--- src/rtl/macro.sv ---
// rtl/macro.sv - system bus read/write direction codes
`ifndef MACRO_SV
`define MACRO_SV

`define PREAD  1'b1
`define PWRITE 1'b0

`endif

--- src/rtl/cache_pkg.sv ---
// rtl/cache_pkg.sv - shared cache geometry, refill state encoding and line type
package cache_pkg;

   localparam int ADDR_W     = 32;
   localparam int DATA_W     = 32;
   localparam int LINE_WORDS = 4;
   localparam int TAG_W      = 22;
   localparam int INDEX_W    = 6;
   localparam int OFFSET_W   = 4;
   localparam int WORD_SEL_W = 2;

   typedef enum logic [1:0] {
      ST_IDLE  = 2'd0,
      ST_REQ   = 2'd1,
      ST_FILL  = 2'd2,
      ST_WRITE = 2'd3
   } refill_state_t;

   typedef logic [LINE_WORDS-1:0][DATA_W-1:0] line_t;

endpackage

--- src/rtl/line_refill_if.sv ---
// rtl/line_refill_if.sv - system bus read channel between the refill engine and the bus
interface line_refill_if #(
   parameter int ADDRWIDTH = 32,
   parameter int DATAWIDTH = 32
);

   logic                 sys_req;
   logic [ADDRWIDTH-1:0] sys_addr;
   logic                 sys_rw;
   logic                 sys_gnt;
   logic                 sys_valid;
   logic [DATAWIDTH-1:0] sys_data;

   // refill engine side: issues the request and receives the beats
   modport master (
      output sys_req, sys_addr, sys_rw,
      input  sys_gnt, sys_valid, sys_data
   );

   // bus side: grants the request and returns the beats
   modport slave (
      input  sys_req, sys_addr, sys_rw,
      output sys_gnt, sys_valid, sys_data
   );

endinterface

--- src/rtl/line_refill_line_buffer.sv ---
// rtl/line_refill_line_buffer.sv - indexed word register holding one cache line
module line_buffer
   import cache_pkg::*;
#(
   parameter int DATAWIDTH = DATA_W,
   parameter int WORDS     = LINE_WORDS,
   parameter int IDX_W     = WORD_SEL_W
) (
   input  logic                            clk,
   input  logic                            rst_n,
   input  logic                            clr,
   input  logic                            we,
   input  logic [IDX_W-1:0]                widx,
   input  logic [DATAWIDTH-1:0]            wdata,
   output logic [WORDS-1:0][DATAWIDTH-1:0] line
);

   logic [WORDS-1:0][DATAWIDTH-1:0] mem_q;
   logic [WORDS-1:0][DATAWIDTH-1:0] mem_d;

   // clear wins over a write so a new miss always starts from an empty line
   always_comb begin
      mem_d = mem_q;
      if (clr) begin
         mem_d = '0;
      end else if (we) begin
         mem_d[widx] = wdata;
      end
   end

   // word storage
   always_ff @(posedge clk or negedge rst_n) begin
      if (!rst_n) begin
         mem_q <= '0;
      end else begin
         mem_q <= mem_d;
      end
   end

   assign line = mem_q;

endmodule

--- src/rtl/line_refill.sv ---
// rtl/line_refill.sv - read-miss line fill engine with critical-word early restart
`include "macro.sv"

module line_refill
   import cache_pkg::*;
#(
   parameter int ADDRWIDTH = ADDR_W,
   parameter int DATAWIDTH = DATA_W,
   parameter int WORDS     = LINE_WORDS
) (
   input  logic                            clk,
   input  logic                            rst_n,
   input  logic                            miss_req,
   input  logic [ADDRWIDTH-1:0]            miss_addr,
   line_refill_if.master                   sys,
   output logic [DATAWIDTH-1:0]            cpu_word,
   output logic                            cpu_word_valid,
   output logic                            line_we,
   output logic [WORDS-1:0][DATAWIDTH-1:0] line_data,
   output logic [TAG_W-1:0]                line_tag,
   output logic [INDEX_W-1:0]              line_index,
   output logic                            busy,
   output logic                            fill_done
);

   refill_state_t         state_q, state_d;
   logic [WORD_SEL_W-1:0] cnt_q, cnt_d;
   logic [ADDRWIDTH-1:0]  addr_q, addr_d;
   logic                  sys_req_q, sys_req_d;
   logic                  sys_rw_q, sys_rw_d;
   logic                  busy_q, busy_d;
   logic                  line_we_q, line_we_d;

   logic                  buf_clr;
   logic                  buf_we;
   logic [WORD_SEL_W-1:0] crit;
   line_t                 buf_line;

   // byte-within-word bits never matter for a line fill
   logic                  unused_addr_bits;
   assign unused_addr_bits = ^addr_q[1:0];

   // next-state, counter and address latch; outputs are derived from the next state
   // so they leave the flops already aligned with the state they describe
   always_comb begin
      state_d = state_q;
      cnt_d   = cnt_q;
      addr_d  = addr_q;
      buf_clr = 1'b0;
      buf_we  = 1'b0;
      case (state_q)
         ST_IDLE: begin
            cnt_d   = '0;
            buf_clr = 1'b1;
            if (miss_req) begin
               addr_d  = miss_addr;
               state_d = ST_REQ;
            end
         end
         ST_REQ: begin
            // beats arriving alongside the grant belong to nobody and are dropped
            if (sys.sys_gnt) begin
               cnt_d   = '0;
               state_d = ST_FILL;
            end
         end
         ST_FILL: begin
            if (sys.sys_valid) begin
               buf_we = 1'b1;
               cnt_d  = cnt_q + 2'd1;
               if (cnt_q == 2'd3) begin
                  state_d = ST_WRITE;
               end
            end
         end
         ST_WRITE: begin
            state_d = ST_IDLE;
         end
         default: begin
            state_d = ST_IDLE;
         end
      endcase
      sys_req_d = (state_d == ST_REQ);
      sys_rw_d  = (state_d == ST_REQ) ? `PREAD : 1'b0;
      busy_d    = (state_d != ST_IDLE);
      line_we_d = (state_d == ST_WRITE);
   end

   // FSM state, beat counter, latched miss address and registered control outputs
   always_ff @(posedge clk or negedge rst_n) begin
      if (!rst_n) begin
         state_q   <= ST_IDLE;
         cnt_q     <= '0;
         addr_q    <= '0;
         sys_req_q <= 1'b0;
         sys_rw_q  <= 1'b0;
         busy_q    <= 1'b0;
         line_we_q <= 1'b0;
      end else begin
         state_q   <= state_d;
         cnt_q     <= cnt_d;
         addr_q    <= addr_d;
         sys_req_q <= sys_req_d;
         sys_rw_q  <= sys_rw_d;
         busy_q    <= busy_d;
         line_we_q <= line_we_d;
      end
   end

   line_buffer #(
      .DATAWIDTH (DATAWIDTH),
      .WORDS     (WORDS),
      .IDX_W     (WORD_SEL_W)
   ) u_line_buffer (
      .clk   (clk),
      .rst_n (rst_n),
      .clr   (buf_clr),
      .we    (buf_we),
      .widx  (cnt_q),
      .wdata (sys.sys_data),
      .line  (buf_line)
   );

   // the requested word is passed straight through on the beat that carries it
   assign crit           = addr_q[3:2];
   assign cpu_word_valid = (state_q == ST_FILL) && sys.sys_valid && (cnt_q == crit);
   assign cpu_word       = cpu_word_valid ? sys.sys_data : '0;

   assign sys.sys_req  = sys_req_q;
   assign sys.sys_rw   = sys_rw_q;
   assign sys.sys_addr = {addr_q[ADDRWIDTH-1:OFFSET_W], {OFFSET_W{1'b0}}};

   assign line_data  = buf_line;
   assign line_tag   = addr_q[ADDRWIDTH-1 -: TAG_W];
   assign line_index = addr_q[OFFSET_W +: INDEX_W];
   assign line_we    = line_we_q;
   assign fill_done  = line_we_q;
   assign busy       = busy_q;

endmodule

--- src/flat_wrapper.sv ---
// flat-port wrapper written by rule: the top's interface ports become plain ports
module line_refill_flat import cache_pkg::*;
#(
   parameter int ADDRWIDTH = ADDR_W,
   parameter int DATAWIDTH = DATA_W,
   parameter int WORDS     = LINE_WORDS
)
  (clk, rst_n, miss_req, miss_addr, cpu_word, cpu_word_valid, line_we, line_data, line_tag, line_index, busy, fill_done, sys_sys_req, sys_sys_addr, sys_sys_rw, sys_sys_gnt, sys_sys_valid, sys_sys_data);
  line_refill_if #(.ADDRWIDTH(ADDRWIDTH), .DATAWIDTH(DATAWIDTH)) sys_i ();
  input  logic clk;
  input  logic rst_n;
  input  logic miss_req;
  input  logic [ADDRWIDTH-1:0] miss_addr;
  output logic [DATAWIDTH-1:0] cpu_word;
  output logic cpu_word_valid;
  output logic line_we;
  output logic [WORDS-1:0][DATAWIDTH-1:0] line_data;
  output logic [TAG_W-1:0] line_tag;
  output logic [INDEX_W-1:0] line_index;
  output logic busy;
  output logic fill_done;
  output wire logic [$bits(sys_i.sys_req)-1:0] sys_sys_req;
  output wire logic [$bits(sys_i.sys_addr)-1:0] sys_sys_addr;
  output wire logic [$bits(sys_i.sys_rw)-1:0] sys_sys_rw;
  input wire logic [$bits(sys_i.sys_gnt)-1:0] sys_sys_gnt;
  input wire logic [$bits(sys_i.sys_valid)-1:0] sys_sys_valid;
  input wire logic [$bits(sys_i.sys_data)-1:0] sys_sys_data;
  assign sys_sys_req = sys_i.sys_req;
  assign sys_sys_addr = sys_i.sys_addr;
  assign sys_sys_rw = sys_i.sys_rw;
  assign sys_i.sys_gnt = sys_sys_gnt;
  assign sys_i.sys_valid = sys_sys_valid;
  assign sys_i.sys_data = sys_sys_data;
  line_refill #(.ADDRWIDTH(ADDRWIDTH), .DATAWIDTH(DATAWIDTH), .WORDS(WORDS)) u_core (.clk(clk), .rst_n(rst_n), .miss_req(miss_req), .miss_addr(miss_addr), .sys(sys_i), .cpu_word(cpu_word), .cpu_word_valid(cpu_word_valid), .line_we(line_we), .line_data(line_data), .line_tag(line_tag), .line_index(line_index), .busy(busy), .fill_done(fill_done));
endmodule
--- config.mk ---
export PLATFORM = sky130hd
export DESIGN_NAME = line_refill_flat
export DESIGN_NICKNAME = d
export VERILOG_FILES = /design/src/rtl/cache_pkg.sv /design/src/rtl/line_refill_if.sv /design/src/rtl/line_refill_line_buffer.sv /design/src/rtl/line_refill.sv /design/src/flat_wrapper.sv
export VERILOG_INCLUDE_DIRS = /design/src /design/src/rtl
export SDC_FILE = /design/constraint.sdc
export NUM_CORES = 1
export LEC_CHECK = 0
export CORE_MARGIN = 4
export CORE_UTILIZATION = 40
export DETAILED_ROUTE_END_ITERATION = 6
export PLACE_DENSITY = 0.77
export SETUP_SLACK_MARGIN = 0.15
export SKIP_CTS_REPAIR_TIMING = 1
export SYNTH_ARGS = -nofsm -noshare
export SYNTH_HDL_FRONTEND = slang
export SYNTH_HIERARCHICAL = 1
export SYNTH_SLANG_ARGS = --single-unit
--- constraint.sdc ---
create_clock -name clk -period 1.7 [get_ports clk]
set_clock_uncertainty 0.1 [all_clocks]
set_input_delay 0.34 -clock clk [delete_from_list [all_inputs] [get_ports clk]]
set_output_delay 0.34 -clock clk [all_outputs]
set_load 0.05 [all_outputs]
Word level (Yosys, flattened, before mapping) --
Cells that the tools add are included.
Cells by class: multiplexer cells 18, reductions and logical operators 9, equal/unequal tests 9, $lt $le $gt $ge 2, add/sub/neg operators 1
Operators with widths (number):
- 2-to-1 mux 128 bit | 2
- bitwise mux 128 bit | 1
- demux 32 bit (select 2 bit) | 1
- 2-to-1 mux 32 bit | 2
- 2-to-1 mux 2 bit | 6
- == test 2 bit, second input constant | 4
- one-hot mux 2 bit (4 select lines) | 1
- one-hot mux 2 bit (3 select lines) | 1
- == test 2 x 1 -> 1 bit, second input constant | 2
- 2-to-1 mux 1 bit | 4
- != test 2 bit, second input constant | 2
- nonzero test 2 bit | 2
- logical AND 1 bit | 3
- less-than comparator 2 x 3 -> 1 bit, second input constant | 1
- AND reduction 3 bit | 1
- nonzero test 3 bit | 1
- adder 2 x 1 -> 2 bit, second input constant | 1
- == test 2 bit | 1
- greater-or-equal comparator 2 x 1 -> 1 bit, second input constant | 1
- logical NOT 2 bit | 1
- AND reduction 2 bit | 1
Storage, ports and cells: word-level logic and storage cells 50, output and inout bits 226, register bits after elaboration 168

Longest topological paths before layout --
Gate-level depths: netlist of the first run.
depth in word-level cells 7, gate-level depth with buffers 6, depth with buffers taken out 3

Modules after synthesis --
The synthesis of the first run kept the hierarchy.
By module, submodules not included:
- line_buffer | area each 5725.5 µm², times used 1, seq. area each 3203.1 µm², cells each 455
- line_refill | area each 2169.6 µm², times used 1, seq. area each 925.9 µm², cells each 190

Worst setup path after synthesis of the first run --
Ideal clock, no wire load.
path type register -> output, from register u_core.state_q[0], to output port cpu_word[22], path buffers 2, cell stages (with the launch flop) 6, path slack -0.359 ns, data arrival time 1.619 ns, cell sequence dfrtp_1 > buf_6 > and3b_2 > and3_4 > buf_6 > and2_1
On the way: cells in the longest elaborated chain, start to end 4
Ends and longest elaborated chain:
- from (decl) | line line_refill.sv:26 | refill_state_t state_q, state_d;
- from (signal assigned) | line line_refill.sv:100 | state_q <= state_d;
- == test 2 bit | line line_refill.sv:126 | assign cpu_word_valid = (state_q == ST_FILL) && sys.sys_valid && (cnt_q == crit);
- logical AND 1 bit (2 in a row) | line line_refill.sv:126
- net cpu_word_valid | line flat_wrapper.sv:15 | output logic cpu_word_valid;
- 2-to-1 mux 32 bit | line line_refill.sv:127 | assign cpu_word = cpu_word_valid ? sys.sys_data : '0;
- to (decl) | line flat_wrapper.sv:14 | output logic [DATAWIDTH-1:0] cpu_word;
The timed path passes the listed nets, and every way through them passes these cells.

Worst setup path in the final report of the first run --
from register u_core.state_q[0], to output port cpu_word[20]
On the way: cells in the longest elaborated chain, start to end 4
Ends and longest elaborated chain (line):
- == test 2 bit | line_refill.sv:126
- logical AND 1 bit (2 in a row) | line_refill.sv:126
- 2-to-1 mux 32 bit | line_refill.sv:127
No other way between the ends.

==> summary.txt, run 1 <==
Outcome
  • Status: complete, but fails checks
  • Failing checks: negative setup slack

GRT
  • GRT overflow: 0
  • Total Routing Usage GR: between 10% and 20%
  • Pin count of the biggest net entering global routing: between 40 and 50
  • Global-route wire length before repair: approximately 33000 um
  • Number of global-route vias before repair: between 5000 and 6000
  • Initial antenna violation count: 0

Yosys
  • Synth Flop Type: dfrtp_1
  • Yosys warns: 6
  • Flops & latches, synth: between 150 and 200
  • Post-synth ARST share: between 90% and 100%
  • Most common cell in the netlist: dfrtp_1
  • Yosys top cell by area: dfrtp_1
  • Ranking of synthesized cells by area: dfrtp_1, mux2i_1, nand2b_1, buf_4, mux2_2
  • Synth top area share: between 50% and 60%
  • Unique masters post-synth: 29
  • Mean Syn Cell Area: 12.2 um^2
  • Post-Syn Area: 7900 um^2
  • Seq/Total Area, Yosys: a little over half
  • Synth Instances: 645
  • Number of synthesized flops with an enable pin: 0
  • Most common library cells after synthesis: dfrtp_1, nand2b_1, mux2i_1

Final layout
  • Design area: ~14000 um^2
  • Layout area overhead: 77.4%
  • Inserted Diodes: 0
  • Layout cells sized above 1: 50.3%
  • Final nets: slightly above 1000
  • Fillcell total: between 1000 and 1500

Power and ir drop
  • P_leak: ~7 nW
  • PD cells: roughly 1800 nW/um^2
  • Maximum VDD drop: approximately 1.6 mV

Clock tree
  • Root buffer cell: clkbuf_16
  • CTS tree: built
  • Inserted Clock Buffers: 17
  • Clk pin slew, worst setup/hold paths: ~0.06 ns
  • Htree depth: 4
  • CTS sink count: around 170
  • Clock Path Buffers: 2
  • Clk_lat worst skew: 0.41 ns

Die
  • Die H: 148 um
  • Die X-Extent: between 100 and 150 um
  • Area of the core: 19500 um^2
  • I/O Pins: about 300
  • Initial Utilization: 40.6%
  • Num rows: between 50 and 60
  • Die area: between 20000 and 25000 um^2

STA
  • Final hold vios: 0
  • Max Clock Freq: 458 MHz
  • Worst setup margin: -0.485 ns
  • Fin crit period: approximately 2.2 ns
  • Setup tns final: -23.25 ns
  • Fin crit share: 129%
  • Unrepaired setup endpoints after global routing: true
  • Slew Limit Fails: 0
  • Final setup viols: ~150

Routing
  • DR vias/cell: 4.82
  • Drt wl/cell: approximately 21 um
  • Final wirelength: between 20000 and 30000 um
  • Antenna-violating nets left: 0
  • First-pass detailed-route iteration total: 4
  • DR iter-0 viols: 190
  • Post-route DRC: 0
  • Via count: between 5000 and 6000

Critical path
  • Worst-path fanout max: 15
  • Reg2reg setup slack: -0.13 ns
  • CP endpoint kind: primary output
  • Crit-path leading delay family: simple AND/OR/NAND/NOR gates
  • Most common cell on crit path: buf_12
  • Worst Path Required: around 1.3 ns
  • Buf/Inv on CP: 2
  • CP Data Arrival Time: 1.75 ns
  • RR Endpoint: u_core/addr_q[31]
  • R2R depth: 6
  • Setup CP Type: reg -> out
  • CP Cell Sequence: and3b_2 -> and3_4 -> buf_12 -> and2_4 -> buf_12
  • Largest stage delay on the critical path: 0.38 ns
  • Critical path startpoint category: flop
  • Slowest stage cell, crit path: dfrtp_1
  • RR Startpoint: u_core/state_q[0]

Placed design
  • Dpl cell area: between 10000 and 15000 um^2
  • I/O Buffers: 288
  • GP Congestion: ~0.76
  • Post-DP HPWL: 15900 um

Min path
  • HP Class: in -> async

Flow run
  • Max-cap violations: 0
[worst max path at each step]
| stage | endpoint | cells after the start | from |
|---|---|---|---|
| after floorplan | cpu_word[22] | 5 | u_core/state_q[0] |
| final | cpu_word[20] | 5 | u_core/state_q[0] |
| after detailed placement | cpu_word[20] | 6 | sys_sys_valid |
| after CTS | cpu_word[20] | 5 | u_core/state_q[0] |
| after global routing | cpu_word[20] | 5 | u_core/state_q[0] |
| after global placement | cpu_word[10] | 6 | sys_sys_valid |
[layer usage]
| layer | part of all wire (%) | up-vias | track usage (%) |
|---|---|---|---|
| met5 | 0 | - | 0 |
| met4 | 1.9 | 0 | 6.00 |
| met2 | 54 | 205 | 32.6 |
| li1 | - | 2655 | - |
| met1 | 39 | 3005 | 24.0 |
| met3 | 5.9 | 29 | 4.72 |
[worst register-to-register path, delay by kind of cell (launching register included)]
kind	cells	cell delay, ns
AND/OR/NAND/NOR	2	0.48
multiplexers	1	0.30
buffers and inverters	3	0.46
flip-flops	1	0.38
[through the flow]
step	utilization, %	hold slack, ns	setup WS (ns)	total power, mW	instances
finish	72.0	0.345	-0.485	24.9	1224
global route	72.0	0.370	-0.558	25.7	1224
CTS	64.1	-0.239	-0.503	21.6	1170
detailed placement	61.0	0.208	-0.485	17.6	1139
global placement	61.0	0.209	-0.448	17.5	1139
floorplan	-	-0.0556	-0.136	12.9	648
[kinds of logic (layout without fill, tap and decap cells)]
family / after synthesis / in the layout / synth area share, %
AOI/OAI and AO/OA: 3 / 3 / 0.285
adders and majority gates: 1 / 1 / 0.158
buffers and inverters: 104 / 415 / 9.49
xor gates and xnor gates: 2 / 2 / 0.222
other: 1 / 4 / 0.0475
and+or+nand+nor: 209 / 209 / 16.7
muxes: 160 / 160 / 20.8
DFF: 165 / 165 / 52.3
[registers in the layout, summed over array words and instances (netlist names)]
name                       cells
u_core/addr_q                 30
u_core/u_line_buffer/line    128
u_core/cnt_q                   2
u_core/sys.sys_req             1
u_core/fill_done               1
u_core/state_q                 2
u_core/busy                    1
[final cells by class]
type | count | area, um^2 | area share (%)
repair buffers | 383 | 5280 | 37.7
multi-input cells | 379 | 3660 | 26.2
well taps | 265 | 332 | 2.37
clock buffers | 20 | 447 | 3.19
clock inverters | 11 | 151 | 1.08
inverters | 1 | 3.75 | 0.0268
flip-flops and latches | 165 | 4130 | 29.5
[where the power goes]
part	internal (mW)	switching (mW)	leakage (nW)
registers	4.67	0.987	2.22
clock network	2.35	1.56	0.290
logic	8.18	7.12	4.55
[cell usage in the layout, fill, tap and decap left out, types with 2 or more instances in the layout]
master and count:
clkbuf_1 2, nand2b_4 51, clkinv_4 4, buf_12 137, and3b_2 2, buf_4 130, buf_8 8, a22o_1 2
xnor2_1 2, dfrtp_1 161, mux2_2 2, conb_1 4, clkinv_2 2, nand3b_1 2, and2_4 33, mux2i_1 123
buf_6 20, clkbuf_16 39, mux2_4 29, dfrtp_2 4, mux2i_2 5, nand2b_1 107, nand2b_2 3, clkdlybuf4s50_1 65
bufinv_16 3, and3_4 2
No activity file was read; power rests on OpenSTA's default activity.
==> inputs of run 2 (changes only) <==
--- a/config.mk
+++ b/config.mk
@@ -7,9 +7,9 @@
 export NUM_CORES = 1
 export LEC_CHECK = 0
 export CORE_MARGIN = 4
-export CORE_UTILIZATION = 40
+export CORE_UTILIZATION = 48
 export DETAILED_ROUTE_END_ITERATION = 6
-export PLACE_DENSITY = 0.77
+export PLACE_DENSITY = 0.87
 export SETUP_SLACK_MARGIN = 0.15
 export SKIP_CTS_REPAIR_TIMING = 1
 export SYNTH_ARGS = -nofsm -noshare
==> constraint.sdc (replaced) <==
create_clock -name clk -period 2.7 [get_ports clk]
set_clock_uncertainty 0.1 [all_clocks]
set_input_delay 0.54 -clock clk [delete_from_list [all_inputs] [get_ports clk]]
set_output_delay 0.54 -clock clk [all_outputs]
set_load 0.05 [all_outputs]
==> run 2 against run 1 <==
Compared with the run above: the flow finishes with violations (negative hold slack); cell area decreased by 18%; wire length fell by 18%; clock power shrank 42%; critical path type unchanged.
==> summary.txt, run 2 (same netlist as run 1, synthesis figures left out) <==
Clock tree
  • Clock Path Buffers: 2 (unchanged)
  • Clk pin slew, worst setup/hold paths: 0.06 ns (about the same)
  • Root buffer cell: clkbuf_16
  • Htree depth: 4 (unchanged)
  • CTS tree: built
  • CTS sink count: 165 (unchanged)
  • Clk_lat worst skew: 0.42 ns (about the same)
  • Inserted Clock Buffers: 17 (unchanged)

Critical path
  • Buf/Inv on CP: 2 (unchanged)
  • Most common cell on crit path: buf_12
  • Largest stage delay on the critical path: 0.44 ns (+0.06 ns)
  • Critical path startpoint category: flop
  • CP Data Arrival Time: 1.88 ns (+0.13 ns)
  • Setup CP Type: reg -> out
  • Slowest stage cell, crit path: dfrtp_2
  • CP Cell Sequence: and3b_2 -> and3_4 -> buf_12 -> and2_1 -> buf_12
  • Worst Path Required: 2.06 ns (+0.80 ns)
  • Worst-path fanout max: 15 (unchanged)
  • CP endpoint kind: primary output
  • Crit-path leading delay family: simple AND/OR/NAND/NOR gates

Placed design
  • GP Congestion: 0.774 (+2.3%)
  • I/O Buffers: 288 (unchanged)
  • Placement Setup Slack: 0.111 ns (+0.596 ns)
  • Post-DP HPWL: 14700 um (-7.4%)

Power and ir drop
  • Maximum VDD drop: 1.39 mV (-13%)
  • Internal Dissipation: 6.59 mW (-57%)
  • PD cells: 1020 nW/um^2 (-43%)
  • NetSw: 5.16 mW (-47%)
  • Sw Share: 43.9% (+5.1 points)
  • Clock share of power: 19.3% (+3.6 points)
  • P_leak: 5.43 nW (-23%)
  • Reg power frac: 28.1% (+5.4 points)
  • Combinational share of power: 52.6% (-8.9 points)

Min path
  • HP Class: in -> async

Routing
  • Metal3 WL: 1460 um (-3.2%)
  • Top layer in use: met4
  • Drt wl/cell: 19.1 um (-8.9%)
  • DR vias/cell: 4.91 (+1.9%)
  • Antenna-violating nets left: 0 (unchanged)
  • Final wirelength: 21000 um (-18%)
  • Post-route DRC: 0 (unchanged)
  • M1 WL: 8390 um (-15%)
  • Met2 wire len: 10800 um (-21%)
  • DR iter-0 viols: 222 (+17%)
  • First-pass detailed-route iteration total: 4 (unchanged)
  • Via count: 5406 (-8.3%)

STA
  • Setup tns final: 0 ns (+23.25 ns)
  • Final hold vios: 13 (+13)
  • Worst setup margin: 0.179 ns (+0.664 ns)
  • Worst hold slack: -0.0219 ns (-0.367 ns)
  • Fin crit share: between 90% and 100%
  • Final setup viols: 0 (-100%)
  • Worst Tran Pin Value: about 0.66 ns
  • Relative slew slack: a little under three fifths
  • Unrepaired setup endpoints after global routing: true
  • Max Clock Freq: slightly below 400 MHz
  • Fin crit period: around 2.5 ns
  • Slew Limit Fails: 0 (unchanged)

Die
  • Area of the core: 16000 um^2 (-18%)
  • Die area: 18600 um^2 (-16%)
  • Die H: 136 um (-8.2%)
  • Die X-Extent: 136 um (-8.2%)
  • I/O Pins: 295 (unchanged)
  • Initial Utilization: 49.3% (+8.8 points)
  • Num rows: 46 (-9.8%)

Flow run
  • Max-cap violations: 0 (unchanged)

GRT
  • GRT overflow: 0 (unchanged)
  • Total Routing Usage GR: 22.3% (+3.2 points)
  • Pin count of the biggest net entering global routing: 90 (+110%)
  • Initial antenna violation count: 0 (unchanged)
  • Global-route wire length before repair: 32000 um (-3.8%)
  • Number of global-route vias before repair: 5783 (-2.5%)

Final layout
  • Fillcell total: 1153 (-6.7%)
  • Leading cell type in the layout, fill and taps excluded: clkdlybuf4s50_1
  • Final nets: 943 (-7.3%)
  • Number of flip-flops in the largest register: 128 (unchanged)
  • Inserted Diodes: 0 (unchanged)
  • Layout area overhead: 46.3%
  • Layout cells sized above 1: 16.0% (-34 points)
  • Most frequent cells in the layout: clkdlybuf4s50_1, dfrtp_1, nand2b_1

Outcome
  • Status: complete, but fails checks
  • Failing checks: negative hold slack
run 2: layout make-up:
| cell class | count | area, um^2 | area share (%) |
|---|---|---|---|
| Clock inverter | 11 | 103 | 0.888 |
| Timing Repair Buffer | 309 | 3510 | 30.4 |
| Sequential cell | 165 | 4130 | 35.8 |
| Multi-Input combinational cell | 379 | 3080 | 26.7 |
| Tap cell | 216 | 270 | 2.34 |
| Inverter | 1 | 3.75 | 0.0325 |
| Clock buffer | 21 | 450 | 3.90 |
run 2: worst paths after layout:
check,start,to,slack [ns],depth (start not counted)
worst max register to register,u_core/state_q[0],u_core/u_line_buffer/line[1],0.76,5
max in group asynchronous,rst_n,u_core/addr_q[5],1.80,2
worst max-delay path,u_core/state_q[0],cpu_word[8],0.18,5
min in group clk,u_core/state_q[0],u_core/state_q[1],0.43,1
worst min register to register,u_core/state_q[0],u_core/state_q[1],0.43,1
worst min-delay path,rst_n,u_core/u_line_buffer/line[14],-0.02,1
run 2: metrics by stage:
stage          util (%)  cell area (um^2)  std cells  hold WS (ns)  power, mW
4_1_cts            71.4             11400       1096      -0.00226       11.7
3_5_place_dp       67.9             10900       1064         0.422       9.44
3_3_place_gp       67.9             10900       1064         0.417       9.35
2_1_floorplan         -              7910        648         0.144       8.05
6_report           72.2             11600       1102       -0.0219       11.7
5_1_grt            72.2             11600       1102        0.0219       12.2
run 2: worst reg2reg max path, delay by kind of cell, from the launching register on:
| kind | cells | cell delay [ns] |
|---|---|---|
| AND/OR/NAND/NOR | 2 | 0.75 |
| flip-flops | 1 | 0.44 |
| buffers and inverters | 2 | 0.36 |
| multiplexers | 1 | 0.16 |
run 2: power by group through the flow:
stage               registers, mW  logic [mW]  clock network [mW]
floorplan                    3.95        4.10                   0
global placement             3.31        6.03                   0
detailed placement           3.34        6.10                   0
CTS                          3.31        6.11                2.32
global route                 3.37        6.41                2.43
finish                       3.30        6.18                2.27
run 2: metal layers:
metal / track usage, % / vias up
met5: 0 / -
met4: 6.94 / 0
met3: 6.70 / 23
met2: 37.5 / 174
met1: 27.7 / 2704
li1: - / 2505
